## src/rtl/alu_arb_pkg.sv

```systemverilog
// Shared definitions for the two-requester ALU share arbiter:
// FSM state encoding, default widths and ALU op-code constants.
package alu_arb_pkg;

    localparam int ALU_WIDTH = 32;
    localparam int ALU_OPW   = 3;

    localparam logic [1:0] ST_IDLE = 2'd0;
    localparam logic [1:0] ST_EXEC = 2'd1;
    localparam logic [1:0] ST_RESP = 2'd2;

    localparam logic [2:0] OP_AND = 3'd0;
    localparam logic [2:0] OP_OR  = 3'd1;
    localparam logic [2:0] OP_ADD = 3'd2;
    localparam logic [2:0] OP_XOR = 3'd3;
    localparam logic [2:0] OP_NOR = 3'd4;
    localparam logic [2:0] OP_SRL = 3'd5;
    localparam logic [2:0] OP_SUB = 3'd6;
    localparam logic [2:0] OP_SLT = 3'd7;

endpackage

```

## src/rtl/rr_arbiter2.sv

```systemverilog
// Two-way round-robin grant: one-hot grant from valid[1:0].
// Ports: valid (requests), ptr (favoured requester on a tie), grant (one-hot or zero).
module rr_arbiter2 (
    input  logic [1:0] valid,
    input  logic       ptr,
    output logic [1:0] grant
);

    // A lone requester wins outright; the pointer only breaks ties.
    always_comb begin
        grant = valid;
        if (&valid) begin
            grant = ptr ? 2'b10 : 2'b01;
        end
    end

endmodule

```

## src/rtl/alu_share_arbiter.sv

```systemverilog
// Shares one external ALU between two requesters, one transaction at a time.
// Ports: clk/rst, req0/req1 (valid/ready/A/B/op), resp0/resp1 (valid/res/zero/co/ack),
//        alu_A/alu_B/alu_op to the ALU, alu_res/alu_zero/alu_co back, busy.
module alu_share_arbiter
    import alu_arb_pkg::*;
#(
    parameter int WIDTH = ALU_WIDTH,
    parameter int OPW   = ALU_OPW
) (
    input  logic             clk,
    input  logic             rst,

    input  logic             req0_valid,
    output logic             req0_ready,
    input  logic [WIDTH-1:0] req0_A,
    input  logic [WIDTH-1:0] req0_B,
    input  logic [OPW-1:0]   req0_op,

    input  logic             req1_valid,
    output logic             req1_ready,
    input  logic [WIDTH-1:0] req1_A,
    input  logic [WIDTH-1:0] req1_B,
    input  logic [OPW-1:0]   req1_op,

    output logic             resp0_valid,
    output logic [WIDTH-1:0] resp0_res,
    output logic             resp0_zero,
    output logic             resp0_co,
    input  logic             resp0_ack,

    output logic             resp1_valid,
    output logic [WIDTH-1:0] resp1_res,
    output logic             resp1_zero,
    output logic             resp1_co,
    input  logic             resp1_ack,

    output logic [WIDTH-1:0] alu_A,
    output logic [WIDTH-1:0] alu_B,
    output logic [OPW-1:0]   alu_op,
    input  logic [WIDTH-1:0] alu_res,
    input  logic             alu_zero,
    input  logic             alu_co,

    output logic             busy
);

    logic [1:0] state;
    logic       ptr;
    logic       owner;
    logic [1:0] grant;
    logic       idle_ok;
    logic       own_ack;

    rr_arbiter2 u_rr (
        .valid ({req1_valid, req0_valid}),
        .ptr   (ptr),
        .grant (grant)
    );

    // Ready is gated by rst so nothing looks accepted while reset is held.
    assign idle_ok    = (state == ST_IDLE) && !rst;
    assign req0_ready = idle_ok && grant[0];
    assign req1_ready = idle_ok && grant[1];

    assign busy        = (state != ST_IDLE);
    assign resp0_valid = (state == ST_RESP) && !owner;
    assign resp1_valid = (state == ST_RESP) && owner;

    // Only the owner's ack counts; a stray ack from the other side is ignored.
    assign own_ack = owner ? resp1_ack : resp0_ack;

    always_ff @(posedge clk) begin
        if (rst) begin
            state      <= ST_IDLE;
            ptr        <= 1'b0;
            owner      <= 1'b0;
            alu_A      <= '0;
            alu_B      <= '0;
            alu_op     <= '0;
            resp0_res  <= '0;
            resp0_zero <= 1'b0;
            resp0_co   <= 1'b0;
            resp1_res  <= '0;
            resp1_zero <= 1'b0;
            resp1_co   <= 1'b0;
        end else begin
            case (state)
                ST_IDLE: begin
                    // Operands stay latched afterwards so the ALU inputs
                    // never follow the live requester buses.
                    if (|grant) begin
                        owner  <= grant[1];
                        alu_A  <= grant[1] ? req1_A  : req0_A;
                        alu_B  <= grant[1] ? req1_B  : req0_B;
                        alu_op <= grant[1] ? req1_op : req0_op;
                        state  <= ST_EXEC;
                    end
                end
                ST_EXEC: begin
                    if (owner) begin
                        resp1_res  <= alu_res;
                        resp1_zero <= alu_zero;
                        resp1_co   <= alu_co;
                    end else begin
                        resp0_res  <= alu_res;
                        resp0_zero <= alu_zero;
                        resp0_co   <= alu_co;
                    end
                    state <= ST_RESP;
                end
                ST_RESP: begin
                    if (own_ack) begin
                        ptr   <= ~owner;
                        state <= ST_IDLE;
                    end
                end
                default: state <= ST_IDLE;
            endcase
        end
    end

endmodule
```

## config.mk

```make
export PLATFORM = sky130hd
export DESIGN_NAME = alu_share_arbiter
export DESIGN_NICKNAME = d
export VERILOG_FILES = /design/src/rtl/alu_arb_pkg.sv /design/src/rtl/rr_arbiter2.sv /design/src/rtl/alu_share_arbiter.sv
export SDC_FILE = /design/constraint.sdc
export NUM_CORES = 1
export LEC_CHECK = 0
export BUFFER_PORTS_ARGS = -buffer_cell sky130_fd_sc_hd__buf_2
export CORE_AREA = 2 2 121 123
export CTS_CLUSTER_DIAMETER = 60
export DETAILED_ROUTE_END_ITERATION = 12
export DIE_AREA = 0 0 123 125
export PLACE_DENSITY = 0.74
export SETUP_SLACK_MARGIN = 0.5
export SYNTH_ARGS = -nofsm -noshare
export SYNTH_HDL_FRONTEND = slang
export SYNTH_HIERARCHICAL = 1
export SYNTH_SLANG_ARGS = --single-unit
export TNS_END_PERCENT = 20
```

## constraint.sdc

```tcl
create_clock -name clk -period 2.5 [get_ports clk]
set_input_delay 0.125 -clock clk [delete_from_list [all_inputs] [get_ports clk]]
set_output_delay 0.125 -clock clk [all_outputs]
set_load 0.01 [all_outputs]
```

==> summary.md <==
| Metric | Value |
|---|---|
| Nets | approximately 1100 |
| Required time worst endpoint | 2.38 ns |
| Seq cells post-synth | approximately 140 |
| Worst VDD drop | approximately 0.44 mV |
| Tmin final | 1.88 ns |
| Worst-Skew Late Latency | ~0.4 ns |
| First-pass GRT wire length | 28300 um |
| Design area | approximately 8500 sq um |
| CTS tree | yes |
| Number of global-route vias before repair | 5685 |
| Final Hold Vio Count | 0 |
| Routed Antenna Nets | 0 |
| Gpl congestion | about 0.78 |
| Crit end category | primary output |
| Worst-path clk slew | approximately 0.06 ns |
| Syn Area/Cell | between 9 and 10 sq um |
| Synth top area cells | dfxtp_1 (47%), mux2i_1 (11%), a21oi_1 (9.0%) |
| Setup Skew | around 0.0065 ns |
| Wire per inst | 16.2 um |
| Hold Path Origin | req0_B[16] |
| P&R area growth vs syn | 43.1% |
| GRT Util Overall | between 20% and 30% |
| Core area | 14200 sq um |
| FF-to-FF Start | ptr |
| Initial DRC Count | 290 |
| Synth cell types | 31 |
| Sink Count | roughly 140 |
| Final Setup Violations | 0 |
| Register area share after synthesis | a little under half |
| Share of layout cells above drive strength 1 | a little over two fifths |
| H-Tree Depth | 4 |
| CP arrival | 1.75 ns |
| Full die area | approximately 15000 sq um |
| CP Class | reg -> out |
| Row Count | 44 |
| Initial antenna violation count | 3 |
| Worst-Margin Slew | ~0.89 ns |
| Vias | 5813 |
| IO Count | roughly 310 |
| Relative slew slack | 40.5% |
| DIE HEIGHT | roughly 130 um |
| Predominant post-synthesis flop cell | dfxtp_1 |
| HPWL after DPL | 12500 um |
| Fmax | approximately 0.53 GHz |
| Pre-CTS setup slack | 0.686 ns |
| Final hold slack | around 0.055 ns |
| DRT Wirelength | 18700 um |
| CP max FO | 32 |
| Multi-input logic area | between 2000 and 3000 sq um |
| Post-Synthesis Cells | roughly 630 |
| Clk buf depth | 2 |
| Sequential cell area | ~2800 sq um |
| Post-Syn Area | 5980 sq um |
| Worst hold path class | in -> reg |
| YS warnings | 6 |
| Area leader, netlist | dfxtp_1 |
| TritonRoute pass-1 iters | 4 |
| Post-synth EDFFs | 0 |
| PortBufs | 313 |
| Largest net degree at the start of global routing | 69 |
| Crit path from | ptr |
| Leakage | around 0.0038 uW |
| Filler cell count | roughly 1300 |
| Post-place instance area | about 7600 sq um |
| Num CTS Buffers | 17 |
| Vias/cell | just over 5 |
| DRC | 0 |
| Tcrit/Tclk final | 75.1% |
| Final core occ | between 60% and 70% |
| Asr flop ratio synth | 0% |
| PnR worst setup slack | ~0.62 ns |
| Die X | around 120 um |
| Max Cap Viol | 0 |
| Unrepaired setup endpoints after global routing | yes |
| Most frequent cells in the layout | buf_2 (312), dfxtp_1 (139), nand2_1 (137) |
| Outcome | completed |
| Setup TNS | 0 ns |
| Area share of the largest cell type after synthesis | 46.6% |
| Most common cell after layout, fill and taps aside | buf_2 |
| Grt ovf | 0 |
| Syn Nets | 808 |
| Root Driver | clkbuf_16 |
| Initial core utilization | between 40% and 50% |
| Power Dens Cells | between 700 and 800 nW/um^2 |
| Crit path launch type | register |
| Max-slew violations | 0 |
[cell families after synthesis]
group / Yosys count / share of synthesized area, %
AOI/OAI and AO/OA: 209 / 25.0
and+or+nand+nor: 154 / 10.7
DFF: 139 / 46.6
muxes: 68 / 11.4
buffers and inverters: 64 / 6.34
[report_power, final]
| part | switching [uW] | total, uW | internal [uW] |
|---|---|---|---|
| Clock | 935 | 2480 | 1540 |
| Sequential | 111 | 2510 | 2400 |
| Combinational | 668 | 1210 | 542 |
[critical path: stages (launching register included)]
cell and delay [ns]:
dfxtp_1 0.36, inv_1 0.08, a21boi_4 0.23, buf_12 0.29
nor3b_1 0.20, buf_2 0.18
[layer usage]
metal,share of wire [%],track usage [%]
met1,40,25.3
met2,51,42.5
met3,7.5,6.80
met4,2.3,9.16
met5,0,0
[synth_stat cells (5+ instances only)]
cell type  instances
a21oi_2           30
buf_6             11
a211oi_1          37
a211oi_2          30
dfxtp_1          139
nand2_1          137
buf_2             29
a21oi_1          108
clkbuf_1          15
mux2i_1           68
buf_4              5
[area by class of cell]
cell class | count | area share, %
Tap cell | 184 | 2.69
Inverter | 3 | 0.132
Sequential cell | 139 | 32.5
Clock inverter | 10 | 1.38
Clock buffer | 21 | 5.50
Timing Repair Buffer | 362 | 24.5
Antenna cell | 3 | 0.0878
Multi-Input combinational cell | 431 | 33.1
[path summary, 6_finish.rpt]
kind / to / slack [ns] / cells past startpoint
worst min-delay path: alu_B[16] / 0.05 / 3
worst max register to register: alu_B[6] / 0.63 / 6
worst min register to register: resp0_res[4] / 0.45 / 2
worst max-delay path: req1_ready / 0.62 / 5
[sequential cells by signal, summed over array words and instances (netlist names)]
name,flops
alu_A,32
alu_B,32
resp0_res,32
resp1_res,32
alu_op,3
state,2
owner,1
ptr,1
resp0_co,1
resp0_zero,1
resp1_co,1
resp1_zero,1
[timing repair]
item                                    CTS  global route
pin swaps                                 0             1
endpoints found under the hold margin    66             0
gates resized for setup                   0             0
hold buffers                             34             0
setup buffers                             0             0
cloned                                    1             0
endpoints found under the setup margin    1             4
[metrics by stage]
step,instances,power [uW]
detailed placement,1084,3720
CTS,1150,6260
global placement,1084,3700
global route,1152,6470
finish,1153,6200
floorplan,634,3280
(Power assumes the default switching activity.)
